File: config.mk
export PLATFORM = sky130hd
export DESIGN_NAME = traffic_conflict_monitor_flat
export DESIGN_NICKNAME = d
export VERILOG_FILES = /design/src/rtl/traffic_signal_colors_pkg.sv /design/src/rtl/traffic_conflict_monitor_if.sv /design/src/rtl/traffic_conflict_monitor.sv /design/src/flat_wrapper.sv
export SDC_FILE = /design/constraint.sdc
export NUM_CORES = 1
export LEC_CHECK = 0
export BUFFER_PORTS_ARGS = -buffer_cell sky130_fd_sc_hd__buf_2
export CORE_AREA = 2 2 98 100
export CTS_CLUSTER_DIAMETER = 100
export DETAILED_ROUTE_END_ITERATION = 6
export DIE_AREA = 0 0 100 102
export GPL_TIMING_DRIVEN = 0
export HOLD_SLACK_MARGIN = 0.06
export PLACE_DENSITY = 0.5
export SYNTH_ARGS = -nofsm -noshare
export SYNTH_HDL_FRONTEND = slang
export SYNTH_SLANG_ARGS = --single-unit
File: constraint.sdc
create_clock -name clk -period 5.5 [get_ports clk]
set_clock_uncertainty 0.1 [all_clocks]
set_input_delay 0.275 -clock clk [delete_from_list [all_inputs] [get_ports clk]]
set_output_delay 0.275 -clock clk [all_outputs]
set_load 0.02 [all_outputs]
File: src/rtl/traffic_signal_colors_pkg.sv
// traffic_signal_colors_pkg
// Signal colour encoding shared by the signal controller and its safety monitor.
`default_nettype none

package traffic_signal_colors_pkg;
  typedef enum logic [1:0] {
    RED    = 2'd0,
    YELLOW = 2'd1,
    GREEN  = 2'd2
  } color_e;
endpackage

`default_nettype wire

File: src/rtl/traffic_conflict_monitor_if.sv
// traffic_conflict_monitor_if
// Controller signal outputs, technician clear and monitor status outputs.
`default_nettype none

interface traffic_conflict_monitor_if;
  import traffic_signal_colors_pkg::*;

  color_e      signal_sb;
  color_e      signal_sb_turn;
  color_e      signal_nb;
  color_e      signal_nb_turn;
  color_e      signal_wb;
  color_e      signal_wb_turn;
  color_e      signal_eb;
  color_e      signal_eb_turn;
  color_e      ped_signal_ns;
  color_e      ped_signal_ew;
  logic        fault_clear;
  logic        flash;
  logic        fault;
  logic [1:0]  fault_code;
  logic [3:0]  fault_source;
  logic        monitor_active;

  modport master (
    output signal_sb, signal_sb_turn, signal_nb, signal_nb_turn,
           signal_wb, signal_wb_turn, signal_eb, signal_eb_turn,
           ped_signal_ns, ped_signal_ew, fault_clear,
    input  flash, fault, fault_code, fault_source, monitor_active
  );

  modport slave (
    input  signal_sb, signal_sb_turn, signal_nb, signal_nb_turn,
           signal_wb, signal_wb_turn, signal_eb, signal_eb_turn,
           ped_signal_ns, ped_signal_ew, fault_clear,
    output flash, fault, fault_code, fault_source, monitor_active
  );
endinterface

`default_nettype wire

File: src/rtl/traffic_conflict_monitor.sv
// ============================================================================
// traffic_conflict_monitor
// Latching right-of-way conflict and clearance-interval safety monitor.
// Optional macro CONFLICT_MONITOR_PED_EN adds ped signals to the conflict check.
// Revision: 1.0
// ============================================================================
`default_nettype none

module traffic_conflict_monitor
  import traffic_signal_colors_pkg::*;
#(
  parameter int MIN_YELLOW     = 3,
  parameter int STARTUP_CYCLES = 6
) (
  input  wire logic                 clk,
  input  wire logic                 reset,
  traffic_conflict_monitor_if.slave mon
);

  localparam int c_YW_W = (MIN_YELLOW < 1) ? 1 : $clog2(MIN_YELLOW + 1);
  localparam int c_SC_W = (STARTUP_CYCLES > 1) ? $clog2(STARTUP_CYCLES) : 1;
  localparam logic [c_YW_W-1:0] c_YMAX  = c_YW_W'(MIN_YELLOW);
  localparam logic [c_SC_W-1:0] c_SLOAD = c_SC_W'(STARTUP_CYCLES - 1);

  typedef enum logic [1:0] {
    ST_STARTUP = 2'd0,
    ST_MONITOR = 2'd1,
    ST_FAULT   = 2'd2
  } state_e;

  state_e              r_state;
  logic [c_SC_W-1:0]   r_scnt;
  logic                r_flash;
  logic                r_fault;
  logic [1:0]          r_code;
  logic [3:0]          r_src;
  logic                r_active;
  color_e              r_prev [8];
  logic [c_YW_W-1:0]   r_ycnt [8];

  color_e              w_veh [8];
  logic                w_ns_any;
  logic                w_ew_any;
  logic [3:0]          w_ns_src;
  logic                w_my_hit;
  logic [3:0]          w_my_src;
  logic                w_sy_hit;
  logic [3:0]          w_sy_src;
  logic                w_hit;
  logic [1:0]          w_code;
  logic [3:0]          w_src;
  logic                w_all_red;

  assign w_veh[0] = mon.signal_sb;
  assign w_veh[1] = mon.signal_sb_turn;
  assign w_veh[2] = mon.signal_nb;
  assign w_veh[3] = mon.signal_nb_turn;
  assign w_veh[4] = mon.signal_wb;
  assign w_veh[5] = mon.signal_wb_turn;
  assign w_veh[6] = mon.signal_eb;
  assign w_veh[7] = mon.signal_eb_turn;

`ifndef CONFLICT_MONITOR_PED_EN
  logic [3:0] w_unused_ped;
  assign w_unused_ped = {mon.ped_signal_ns, mon.ped_signal_ew};
`endif

  // Loops run high-to-low so the lowest matching index is the final assignment.
  always_comb begin
    w_ns_any  = 1'b0;
    w_ew_any  = 1'b0;
    w_ns_src  = 4'd0;
    w_my_hit  = 1'b0;
    w_my_src  = 4'd0;
    w_sy_hit  = 1'b0;
    w_sy_src  = 4'd0;
    w_all_red = 1'b1;
`ifdef CONFLICT_MONITOR_PED_EN
    if (mon.ped_signal_ns != RED) begin
      w_ns_any = 1'b1;
      w_ns_src = 4'd8;
    end
    if (mon.ped_signal_ew != RED) w_ew_any = 1'b1;
    if (mon.ped_signal_ns != RED || mon.ped_signal_ew != RED) w_all_red = 1'b0;
`endif
    for (int i = 3; i >= 0; i--) begin
      if (w_veh[i] != RED) begin
        w_ns_any = 1'b1;
        w_ns_src = 4'(i);
      end
    end
    for (int i = 4; i < 8; i++) begin
      if (w_veh[i] != RED) w_ew_any = 1'b1;
    end
    for (int i = 7; i >= 0; i--) begin
      if (w_veh[i] != RED) w_all_red = 1'b0;
      if (r_prev[i] == GREEN && w_veh[i] == RED) begin
        w_my_hit = 1'b1;
        w_my_src = 4'(i);
      end
      if (r_prev[i] == YELLOW && w_veh[i] == RED && r_ycnt[i] < c_YMAX) begin
        w_sy_hit = 1'b1;
        w_sy_src = 4'(i);
      end
    end
    w_hit  = 1'b1;
    w_code = 2'd1;
    w_src  = w_ns_src;
    if (w_ns_any && w_ew_any) begin
      w_code = 2'd1;
      w_src  = w_ns_src;
    end else if (w_my_hit) begin
      w_code = 2'd2;
      w_src  = w_my_src;
    end else if (w_sy_hit) begin
      w_code = 2'd3;
      w_src  = w_sy_src;
    end else begin
      w_hit  = 1'b0;
      w_code = 2'd0;
      w_src  = 4'd0;
    end
  end

  always_ff @(posedge clk) begin
    if (reset) begin
      r_state  <= ST_STARTUP;
      r_scnt   <= c_SLOAD;
      r_flash  <= 1'b1;
      r_fault  <= 1'b0;
      r_code   <= 2'd0;
      r_src    <= 4'd0;
      r_active <= 1'b0;
      for (int i = 0; i < 8; i++) begin
        r_prev[i] <= RED;
        r_ycnt[i] <= '0;
      end
    end else begin
      // History tracks in every state so checks are valid on entry to MONITOR.
      for (int i = 0; i < 8; i++) begin
        r_prev[i] <= w_veh[i];
        if (w_veh[i] != YELLOW)        r_ycnt[i] <= '0;
        else if (r_ycnt[i] != c_YMAX)  r_ycnt[i] <= r_ycnt[i] + 1'b1;
      end
      case (r_state)
        ST_STARTUP: begin
          if (r_scnt == '0) begin
            r_state  <= ST_MONITOR;
            r_flash  <= 1'b0;
            r_active <= 1'b1;
          end else begin
            r_scnt <= r_scnt - 1'b1;
          end
        end
        ST_MONITOR: begin
          if (w_hit) begin
            r_state  <= ST_FAULT;
            r_flash  <= 1'b1;
            r_fault  <= 1'b1;
            r_code   <= w_code;
            r_src    <= w_src;
            r_active <= 1'b0;
          end
        end
        ST_FAULT: begin
          if (mon.fault_clear && w_all_red) begin
            r_state <= ST_STARTUP;
            r_scnt  <= c_SLOAD;
            r_fault <= 1'b0;
            r_code  <= 2'd0;
            r_src   <= 4'd0;
          end
        end
        default: begin
          r_state  <= ST_FAULT;
          r_flash  <= 1'b1;
          r_active <= 1'b0;
        end
      endcase
    end
  end

  assign mon.flash          = r_flash;
  assign mon.fault          = r_fault;
  assign mon.fault_code     = r_code;
  assign mon.fault_source   = r_src;
  assign mon.monitor_active = r_active;

endmodule

`default_nettype wire

File: src/flat_wrapper.sv
// flat-port wrapper written by rule: the top's interface ports become plain ports
module traffic_conflict_monitor_flat import traffic_signal_colors_pkg::*;
#(
  parameter int MIN_YELLOW     = 3,
  parameter int STARTUP_CYCLES = 6
)
  (clk, reset, mon_signal_sb, mon_signal_sb_turn, mon_signal_nb, mon_signal_nb_turn, mon_signal_wb, mon_signal_wb_turn, mon_signal_eb, mon_signal_eb_turn, mon_ped_signal_ns, mon_ped_signal_ew, mon_fault_clear, mon_flash, mon_fault, mon_fault_code, mon_fault_source, mon_monitor_active);
  traffic_conflict_monitor_if mon_i ();
  input  wire logic clk;
  input  wire logic reset;
  input wire logic [$bits(mon_i.signal_sb)-1:0] mon_signal_sb;
  input wire logic [$bits(mon_i.signal_sb_turn)-1:0] mon_signal_sb_turn;
  input wire logic [$bits(mon_i.signal_nb)-1:0] mon_signal_nb;
  input wire logic [$bits(mon_i.signal_nb_turn)-1:0] mon_signal_nb_turn;
  input wire logic [$bits(mon_i.signal_wb)-1:0] mon_signal_wb;
  input wire logic [$bits(mon_i.signal_wb_turn)-1:0] mon_signal_wb_turn;
  input wire logic [$bits(mon_i.signal_eb)-1:0] mon_signal_eb;
  input wire logic [$bits(mon_i.signal_eb_turn)-1:0] mon_signal_eb_turn;
  input wire logic [$bits(mon_i.ped_signal_ns)-1:0] mon_ped_signal_ns;
  input wire logic [$bits(mon_i.ped_signal_ew)-1:0] mon_ped_signal_ew;
  input wire logic [$bits(mon_i.fault_clear)-1:0] mon_fault_clear;
  output wire logic [$bits(mon_i.flash)-1:0] mon_flash;
  output wire logic [$bits(mon_i.fault)-1:0] mon_fault;
  output wire logic [$bits(mon_i.fault_code)-1:0] mon_fault_code;
  output wire logic [$bits(mon_i.fault_source)-1:0] mon_fault_source;
  output wire logic [$bits(mon_i.monitor_active)-1:0] mon_monitor_active;
  assign mon_i.signal_sb = mon_signal_sb;
  assign mon_i.signal_sb_turn = mon_signal_sb_turn;
  assign mon_i.signal_nb = mon_signal_nb;
  assign mon_i.signal_nb_turn = mon_signal_nb_turn;
  assign mon_i.signal_wb = mon_signal_wb;
  assign mon_i.signal_wb_turn = mon_signal_wb_turn;
  assign mon_i.signal_eb = mon_signal_eb;
  assign mon_i.signal_eb_turn = mon_signal_eb_turn;
  assign mon_i.ped_signal_ns = mon_ped_signal_ns;
  assign mon_i.ped_signal_ew = mon_ped_signal_ew;
  assign mon_i.fault_clear = mon_fault_clear;
  assign mon_flash = mon_i.flash;
  assign mon_fault = mon_i.fault;
  assign mon_fault_code = mon_i.fault_code;
  assign mon_fault_source = mon_i.fault_source;
  assign mon_monitor_active = mon_i.monitor_active;
  traffic_conflict_monitor #(.MIN_YELLOW(MIN_YELLOW), .STARTUP_CYCLES(STARTUP_CYCLES)) u_core (.clk(clk), .reset(reset), .mon(mon_i));
endmodule
# After elaboration in Yosys (flattened, before gate mapping)
# Memories as Yosys holds them, arrays and structs flattened.
# Index checks and enable logic that the tools add are counted.
# word_totals
ram_bits	32
memories	2
reg_bits	14
output_inout_bits	9
# memory_table
memory	depth	width	read_ports	rd_ports_with_merged_regs	write_ports	line	source
u_core.r_prev	8	2	8	0	8	traffic_conflict_monitor.sv:38	color_e r_prev [8];
u_core.r_ycnt	8	2	8	0	8	traffic_conflict_monitor.sv:39	logic [c_YW_W-1:0] r_ycnt [8];
# classes
magnitude_cmp	8
n_reduce_logical	50
n_mux	164
n_bitwise	25
n_addsub	9
eq_ne	38
# op_table
operator	count
$mux 1	99
$mux 2	35
$mux 3	19
$logic_and 1x1->1	26
$or 1x1->1	24
$ne 2x1->1 const B	11
$reduce_bool 2->1	10
$eq 2x1->1 const B	9
$eq 2x2->1 const B	9
$logic_not 2->1	9
$ne 2x2->1 const B	9
$add 2x1->2 const B	8
$lt 2x2->1 const B	8
$mux 4	4
$reduce_and 3->1	4
$pmux 4 s2	1
$pmux 1 s3	2
$pmux 2 s3	1
$pmux 3 s2	1
$pmux 2 s2	1
$logic_not 3->1	1
$sub 3x1->3 const B	1
$pmux 1 s2	1
$not 1->1	1

# Logic depth before layout (Yosys ltp)
# Gate-level depths: netlist of run 1.
# An unclocked memory read counts as a cell.
# logic_depth
ltp_word	17
mapped_depth	7
mapped_depth_nobuf	7

# Worst setup path before layout of run 1
# Ideal clock, no wire load.
# synth_timing
kind	register to register
start	memory u_core.r_ycnt[2][0] in the netlist's numbering
end	register u_core.r_code[0] (netlist: u_core.mon.fault_code[0])
t_required_ns	5.341
setup_slack_ns	3.472
path_buffers	0
path_stages_with_launch	8
arrival_ns	1.869
path_cell_list	edfxtp_1 -> ha_1 -> nor2_1 -> nand3_1 -> nand4_1 -> or4_4 -> a211oi_4 -> a22o_1
# synth_rtl
item	line	source
start, declared	traffic_conflict_monitor.sv:39	
end signal, assigned	traffic_conflict_monitor.sv:160	r_code <= w_code;
end, declared	traffic_conflict_monitor.sv:35	logic [1:0] r_code;

==> results.cfg, run 1 <==
[yosys]
synth_area_leader_cell = dfxtp_1
synth_top_flop_cell = dfxtp_1
synthesis.nets = 267
synthArstFlopShare = 0
synth_seq_cells = 45
synth_top_family_by_area = simple AND/OR/NAND/NOR gates
synth_enable_flop_cells = 16
syn_inst = 234
synth.top_cell.area_share = 0.259
ys_warn_count = 0
seq_area_frac_synth = 0.474
synth-xor-area-share = 0
synthAdderAreaFrac = 0.0559
yosys.area_share.simple = 0.331
netlist_top_cells_area = dfxtp_1 26%, edfxtp_1 21%, nor4b_1 6.3%, ha_1 5.6%, nor2_1 4.9%
synth_area_mm2 = 0.00224
syn_area_per_cell_um2 = 9.57
synth-compound-area-share = 0.107
post_synth_mux_area_share = 0
synth_cell_types = 47

[floorplan]
die_h_um = 102
placementRows = 35
fp.dieW_um = 100
core_mm2 = 0.00911
die_area_mm2 = 0.0102
ioPinCount = 32
initial_utilization = 0.246

[route]
wirelength_mm = 4.72
drc = 0
ant_nets = 0
wire_per_inst_um = 12.5
first_iter_violations = 65
first_pass_iters = 4
via_per_inst = 4.64
vias = 1755

[worst_setup_path]
timing.rr.end = u_core.mon.fault_code[0]
worst_ep_required_time_ps = 5650
cp-startpoint = u_core.r_ycnt[2][0]
cp-endpoint = u_core.mon.fault_code[0]
critical_path_class = reg -> reg
critPathCaptureType = register
reg2reg_from = u_core.r_ycnt[2][0]
crit_fanout = 5
worstPathArrival_ps = 2450
reg2reg_slack_ps = 3200
cp-start-kind = register
rr_worst_depth = 7

[cts]
post_cts.repair.setup_buffers = 0
cts.sinks = 45
hold_buffers = 0
cts_tree = built
clock-root-buffer = clkbuf_8
cts_buffers = 5
clk_latency_ps = 300
cts_max_level = 2
path_clk_slew_ps = 80
post_cts_resized = 0
clk_path_buf_depth = 2

[global_route]
gr-usage-met2 = 0.156
grt_use_met3 = 0.0280
antenna_found_initial = 0
grt-ovfl-total = 0
grtUsageTotal = 0.102
grt_pass1_vias = 1722
use_met1 = 0.137
grt_max_degree = 14
grt_pass1_wl_mm = 8.16
busiest_layer = met2

[sta]
report.final.slew_viol_count = 0
setup_tns_ps = 0
worst_slew_pin_slew_ps = 740
hold_slack_ps = 168
hold_violations = 0
max_freq_mhz = 435
rsz0062_at_grt = false
period_minus_slack_ps = 2300
slew-limit-headroom = 0.499
setup_viol = 0
finalCritPeriodShare = 0.418

[finish]
fin_cells = 378
diodes = 0
drive_gt1_frac = 0.154
final_nets = 299
layout_common_cells = 29 x nor2_1, 29 x dfxtp_1, 25 x buf_2
area_delta_synth_final_pct = 16.3
final_area_mm2 = 0.00261

[pwr]
p_leak_nw = 1.10
combPwrFrac = 0.158
power_density_mw_per_mm2 = 274
internal_power_uw = 529
pwr-share-seq = 0.533
p_clk_frac = 0.310
ir_worst_vdd_mv = 0.0992
netSwitchingFraction = 0.259
p_sw_uw = 185

[placement]
numPortBuffers = 25
placed_cells = 370
hpwl_mm = 3.70
place.gp.congestion = 0.726
dpl-instance-area_mm2 = 0.00250

[status]
outcome = finished, final reports clean

[hold_path]
min_path_type = in -> reg
min_from = mon_signal_eb[1]

[run]
drv_cap = 0
[cells in the mapped netlist (2+ instances only)]
| library cell | n |
|---|---|
| dfxtp_1 | 29 |
| nor2_1 | 29 |
| edfxtp_1 | 16 |
| nor4b_1 | 16 |
| nand2_1 | 14 |
| nand2b_1 | 13 |
| inv_1 | 12 |
| a21oi_1 | 11 |
| ha_1 | 10 |
| nand3_1 | 10 |
| nor4_1 | 9 |
| nor2b_1 | 8 |
| o21ai_0 | 6 |
| nor3_1 | 4 |
| clkbuf_1 | 3 |
| nand3b_1 | 3 |
| a21o_1 | 2 |
| a31oi_1 | 2 |
| and3_1 | 2 |
| and4_1 | 2 |
| nand4_1 | 2 |
| nor4_2 | 2 |
| o21bai_1 | 2 |
| or2b_1 | 2 |
| or3_1 | 2 |
| or4b_1 | 2 |
[per-layer routing]
| metal | up-vias | routed length, um |
|---|---|---|
| met4 | 0 | 77 |
| met5 | - | 0 |
| li1 | 926 | - |
| met3 | 7 | 215 |
| met2 | 29 | 1960 |
| met1 | 793 | 2470 |
[worst max-delay path, cell delays in order, from the launching register on]
cell,delay (ps)
edfxtp_1,360
ha_1,230
nor2_1,70
nand3_1,120
nand4_1,220
or4_4,630
a211oi_4,340
a22o_1,180
[registers in the layout, summed over array words and instances, names as in the netlist]
name and count:
u_core.mon.monitor_active 1, u_core.r_ycnt 16, u_core.mon.fault 1, u_core.mon.fault_source 3, u_core.r_prev 16, u_core.r_state 2
u_core.mon.flash 1, u_core.r_scnt 3, u_core.mon.fault_code 2
[worst min path at each step]
stage / endpoint / slack [ps] / cells past startpoint
after floorplan: u_core.r_prev[0][1] / 300 / 1
after global placement: u_core.mon.fault_source[2] / 350 / 1
after detailed placement: u_core.mon.fault_source[1] / 360 / 1
after CTS: u_core.r_prev[6][1] / 160 / 2
after global routing: u_core.r_prev[7][1] / 170 / 2
final: u_core.r_prev[6][1] / 170 / 2
[logic make-up after synthesis]
group	Yosys count
compound gates	35
flops	45
simple gates	126
buf+inv	17
other cells	1
fa+ha+maj	10
[metrics by stage]
stage               utilization  worst slack, ps  total power [mW]
floorplan                     -             3470             0.467
global placement          0.275             3180             0.500
detailed placement        0.275             3150             0.503
CTS                       0.286             3200             0.728
global route              0.286             3060             0.763
finish                    0.286             3200             0.715
[power groups by stage]
stage               clock network, mW  logic (mW)  registers (mW)
global route                    0.246       0.132           0.385
finish                          0.221       0.113           0.381
detailed placement                  0       0.115           0.389
CTS                             0.233       0.115           0.381
global placement                    0       0.111           0.389
floorplan                           0      0.0757           0.391
[layout make-up]
cell class	instances	area [um^2]
fillers	955	6500
multi-input cells	172	1110
flip-flops and latches	45	1060
well taps	111	139
repair buffers	25	125
clock buffers	7	96.3
inverters	13	48.8
plain buffers	4	18.8
clock inverters	1	5.00
No activity file was read; power rests on OpenSTA's default activity.
==> inputs of run 2 (changes only) <==
==> constraint.sdc (replaced) <==
create_clock -name clk -period 2.3 [get_ports clk]
set_clock_uncertainty 0.1 [all_clocks]
set_input_delay 0.115 -clock clk [delete_from_list [all_inputs] [get_ports clk]]
set_output_delay 0.115 -clock clk [all_outputs]
set_load 0.02 [all_outputs]
==> run 2 against run 1 <==
Clock-buffer cell count unchanged. Non-clock buffer count is 24 higher. Cell area grew 11%. Die area stayed put. Largest cell class unchanged. Sequential power is 140% higher. Sequential cell count did not move. Sequential share of layout area down 4.0 points. Critical path depth is 1 higher. First-iteration DRC count rose by 7.7%.
==> results.cfg, run 2 (synthesis gave the netlist of run 1 again) <==
[status]
outcome = finished, final reports clean

[cts]
cts_tree = built
cts_buffers = 5
cts_max_level = 2
cts.sinks = 45
clk_latency_ps = 300
path_clk_slew_ps = 80
clk_path_buf_depth = 2
clock-root-buffer = clkbuf_8

[sta]
slew-limit-headroom = 0.497
period_minus_slack_ps = 2220
setup_viol = 0
finalCritPeriodShare = 0.963
final.setup.worst_slack_ps = 84.7
report.final.slew_viol_count = 0
max_freq_mhz = 451
hold_violations = 0
setup_tns_ps = 0
rsz0062_at_grt = true
worst_slew_pin_slew_ps = 743

[hold_path]
min_path_type = in -> reg
hold-path-cell-count = 2

[global_route]
grt_pass1_vias = 1817
grt_max_degree = 14
grt_pass1_wl_mm = 8.54
antenna_found_initial = 0
grtUsageTotal = 0.106
grt-ovfl-total = 0

[floorplan]
ioPinCount = 32
die_h_um = 102
die_area_mm2 = 0.0102
initial_utilization = 0.246
core_mm2 = 0.00911
placementRows = 35
fp.dieW_um = 100

[worst_setup_path]
critical_path_class = in -> reg
crit_fanout = 5
critPathCaptureType = register
cp-start-kind = input pin
rr_worst_depth = 6
worst_ep_required_time_ps = 2450
worstPathArrival_ps = 2360

[pwr]
power_density_mw_per_mm2 = 606
ir_worst_vdd_mv = 0.242
p_leak_nw = 1.22

[route]
ant_nets = 0
drc = 0
via_per_inst = 4.63
wire_per_inst_um = 12.5
vias = 1863
wirelength_mm = 5.03
first_iter_violations = 70
first_pass_iters = 4

[finish]
register_area_mm2 = 0.00107
final_common_cell = nor2_1
top_regs = u_core.r_prev x16, u_core.r_ycnt x16
final_nets = 323
drive_gt1_frac = 0.203
diodes = 0
layout_common_cells = 28 x nor2_1, 25 x buf_2, 25 x dfxtp_1
nFillCells = 950
area_delta_synth_final_pct = 29.6
multi_input_area_mm2 = 0.00118

[placement]
place.gp.congestion = 0.726
post-place-ws_ps = 13.4
hpwl_mm = 3.70
numPortBuffers = 25

[run]
drv_cap = 0
==> run 2: cell count changes in the layout (fill, tap and decap cells not counted), moves of 3 or more <==
cell,previous run,this run
nor4b_1,16,12
dfxtp_2,0,4
buf_4,1,8
nor4b_4,0,3
dfxtp_1,29,25
dlygate4sd3_1,0,17
==> run 2: path summary, 6_finish.rpt <==
check	from	to	slack (ps)
setup / recovery	mon_signal_nb[0]	u_core.mon.fault_code[0]	80
hold / removal	mon_signal_eb_turn[1]	u_core.r_ycnt[7][1]	90
setup reg to reg	u_core.r_prev[3][1]	u_core.mon.fault_code[0]	110
hold reg to reg	u_core.mon.fault_source[2]	u_core.mon.fault_source[2]	360
==> run 2: area by class of cell <==
class / instances / area share
flip-flops and latches: 45 / 0.367
multi-input cells: 172 / 0.407
clock inverters: 1 / 0.00172
clock buffers: 7 / 0.0332
inverters: 13 / 0.0168
well taps: 111 / 0.0478
repair buffers: 49 / 0.120
plain buffers: 4 / 0.00647
==> run 2: repair_timing <==
item	4_1_cts	5_1_grt
endpoints found under the hold margin	17	0
gates resized for setup	0	16
endpoints found under the setup margin	0	4
setup buffers	0	7
hold buffers	17	0
==> run 2: where the power goes <==
| group | total (mW) | internal, mW | leakage [nW] | switching (mW) |
|---|---|---|---|---|
| logic | 0.313 | 0.148 | 0.727 | 0.165 |
| registers | 0.913 | 0.879 | 0.435 | 0.0338 |
| clock network | 0.534 | 0.272 | 0.0542 | 0.262 |
| total | 1.76 | 1.30 | 1.22 | 0.461 |
==> run 2: worst max-delay path, stage by stage <==
cell	delay (ps)
dlygate4sd3_1	530
buf_2	150
nor2_1	150
and4_1	260
o21ai_1	90
or4_4	580
a211oi_4	300
a22o_1	190
==> run 2: stage by stage <==
step / cells / util / cell area, um^2 / hold slack (ps) / power [mW]
after floorplan: 234 / - / 2240 / 143 / 1.12
after global placement: 370 / 0.275 / 2500 / 309 / 1.20
after detailed placement: 370 / 0.275 / 2500 / 311 / 1.20
after CTS: 395 / 0.305 / 2780 / 65.2 / 1.76
after global routing: 402 / 0.319 / 2900 / 87.4 / 1.87
final: 402 / 0.319 / 2900 / 88.4 / 1.76
==> run 2: per-layer routing <==
layer	vias to the layer above	part of all wire	GRT usage
met5	-	0	0
met2	36	0.43	0.166
met1	842	0.51	0.142
met4	0	0.015	0.0379
li1	978	-	-
met3	7	0.045	0.0280
==> inputs of run 3 (changes only) <==
--- a/config.mk
+++ b/config.mk
@@ -10,7 +10,7 @@
 export CTS_CLUSTER_DIAMETER = 100
 export DETAILED_ROUTE_END_ITERATION = 6
 export DIE_AREA = 0 0 100 102
-export GPL_TIMING_DRIVEN = 0
+export GPL_TIMING_DRIVEN = 1
 export HOLD_SLACK_MARGIN = 0.06
 export PLACE_DENSITY = 0.5
 export SYNTH_ARGS = -nofsm -noshare
==> run 3 against run 2 <==
Core utilization is 0.12 points higher. Power is 1.9% higher. Final cell count is 0.25% higher. Routed wire length is 1.8% lower. Sequential share of layout area is 0.27 points lower. Critical path depth stayed put.
==> results.cfg, run 3 (synthesis gave the netlist of run 1 again) <==
[pwr]
power_mw = 1.79
p_leak_nw = 1.24
power_density_mw_per_mm2 = 616
ir_worst_vdd_mv = 0.357

[finish]
diodes = 0
layout_common_cells = 28 x dfxtp_1, 25 x nor2_1, 23 x buf_2
multi_input_area_mm2 = 0.00115
area_delta_synth_final_pct = 30.1
nFillCells = 965
final_util = 0.320
top_regs = u_core.r_prev x16, u_core.r_ycnt x16
register_area_mm2 = 0.00106
final_common_cell = dfxtp_1
final_nets = 324
drive_gt1_frac = 0.209

[cts]
cts_max_level = 2
path_clk_slew_ps = 100
clk_latency_ps = 310
cts_buffers = 5
cts_tree = built
cts.sinks = 45
clk_path_buf_depth = 2
clock-root-buffer = clkbuf_8

[route]
wirelength_mm = 4.94
ant_nets = 0
first_iter_violations = 52
wire_per_inst_um = 12.3
first_pass_iters = 4
vias = 1864
drc = 0
via_per_inst = 4.63

[floorplan]
ioPinCount = 32
placementRows = 35
fp.dieW_um = 100
core_mm2 = 0.00911
die_h_um = 102
die_area_mm2 = 0.0102
initial_utilization = 0.246

[worst_setup_path]
cp-start-kind = input pin
critical_path_class = in -> reg
worst_ep_required_time_ps = 2460
crit_fanout = 4
critPathCaptureType = register
worstPathArrival_ps = 2340

[global_route]
grt_pass1_vias = 1855
grt_pass1_wl_mm = 8.40
grtUsageTotal = 0.102
grt_max_degree = 30
grt-ovfl-total = 0
antenna_found_initial = 0

[run]
drv_cap = 0

[sta]
period_minus_slack_ps = 2180
report.final.slew_viol_count = 0
final.setup.worst_slack_ps = 116
setup_viol = 0
finalCritPeriodShare = 0.950
worst_slew_pin_slew_ps = 765
slew-limit-headroom = 0.483
hold_violations = 0
max_freq_mhz = 458

[placement]
post-place-ws_ps = 93.2
numPortBuffers = 26
place.gp.congestion = 0.738
hpwl_mm = 3.60

[hold_path]
min_path_type = in -> reg

[status]
outcome = finished, final reports clean
==> run 3: changes by cell type in the layout (fill, tap and decap cells not counted), moves of 3 or more <==
cell | previous run | this run
nor2_1 | 28 | 25
dfxtp_2 | 4 | 1
dfxtp_1 | 25 | 28
clkbuf_1 | 3 | 0
nor2_2 | 1 | 4
buf_4 | 8 | 11
==> run 3: metal layers <==
layer	track usage	vias to the layer above	wire length, um
met1	0.136	854	2480
li1	-	979	-
met2	0.169	26	2240
met5	0	-	0
met3	0.0226	5	176
met4	0.0263	0	33
==> run 3: cell type report <==
class / instances / area share
Clock inverter: 2 / 0.00515
Sequential cell: 45 / 0.365
Inverter: 13 / 0.0167
Tap cell: 111 / 0.0477
Multi-Input combinational cell: 172 / 0.395
Clock buffer: 6 / 0.0322
Timing Repair Buffer: 54 / 0.139
==> run 3: through the flow <==
step | std cells | cell area [um^2] | TNS [ps] | hold slack [ps]
finish | 403 | 2910 | 0 | 87.8
global route | 403 | 2910 | -3.29 | 86.5
CTS | 399 | 2820 | 0 | 65.7
detailed placement | 373 | 2530 | 0 | 310
global placement | 373 | 2530 | 0 | 305
floorplan | 234 | 2240 | 0 | 143
==> run 3: critical path, stage by stage <==
cell and delay [ps]:
dlygate4sd3_1 520, buf_4 120, nor4b_1 60, nor4_2 320, nand2_2 120, or4_4 590, a211oi_4 300, a22o_1 180
==> run 3: worst paths after layout <==
check        cells after the start  slack, ps                         end                  startpoint
max reg2reg                      6        120    u_core.mon.fault_code[0]         u_core.r_prev[7][1]
min reg2reg                      1        360  u_core.mon.fault_source[2]  u_core.mon.fault_source[2]
min                              2         90         u_core.r_ycnt[6][1]            mon_signal_eb[1]
max                              8        120    u_core.mon.fault_code[0]       mon_signal_wb_turn[0]
==> run 3: timing repair <==
item                                    in CTS  in global routing
endpoints found under the setup margin       0                  4
hold buffers                                18                  0
buffers inserted                             0                  4
hold endpoints to repair                    16                  0
gates resized for setup                      0                 18
==> run 3: report_power, final <==
group	total, mW	internal (mW)	switching, mW	leakage [nW]
sequential	0.912	0.879	0.0329	0.434
combinational	0.313	0.151	0.162	0.751
clock	0.569	0.283	0.287	0.0569
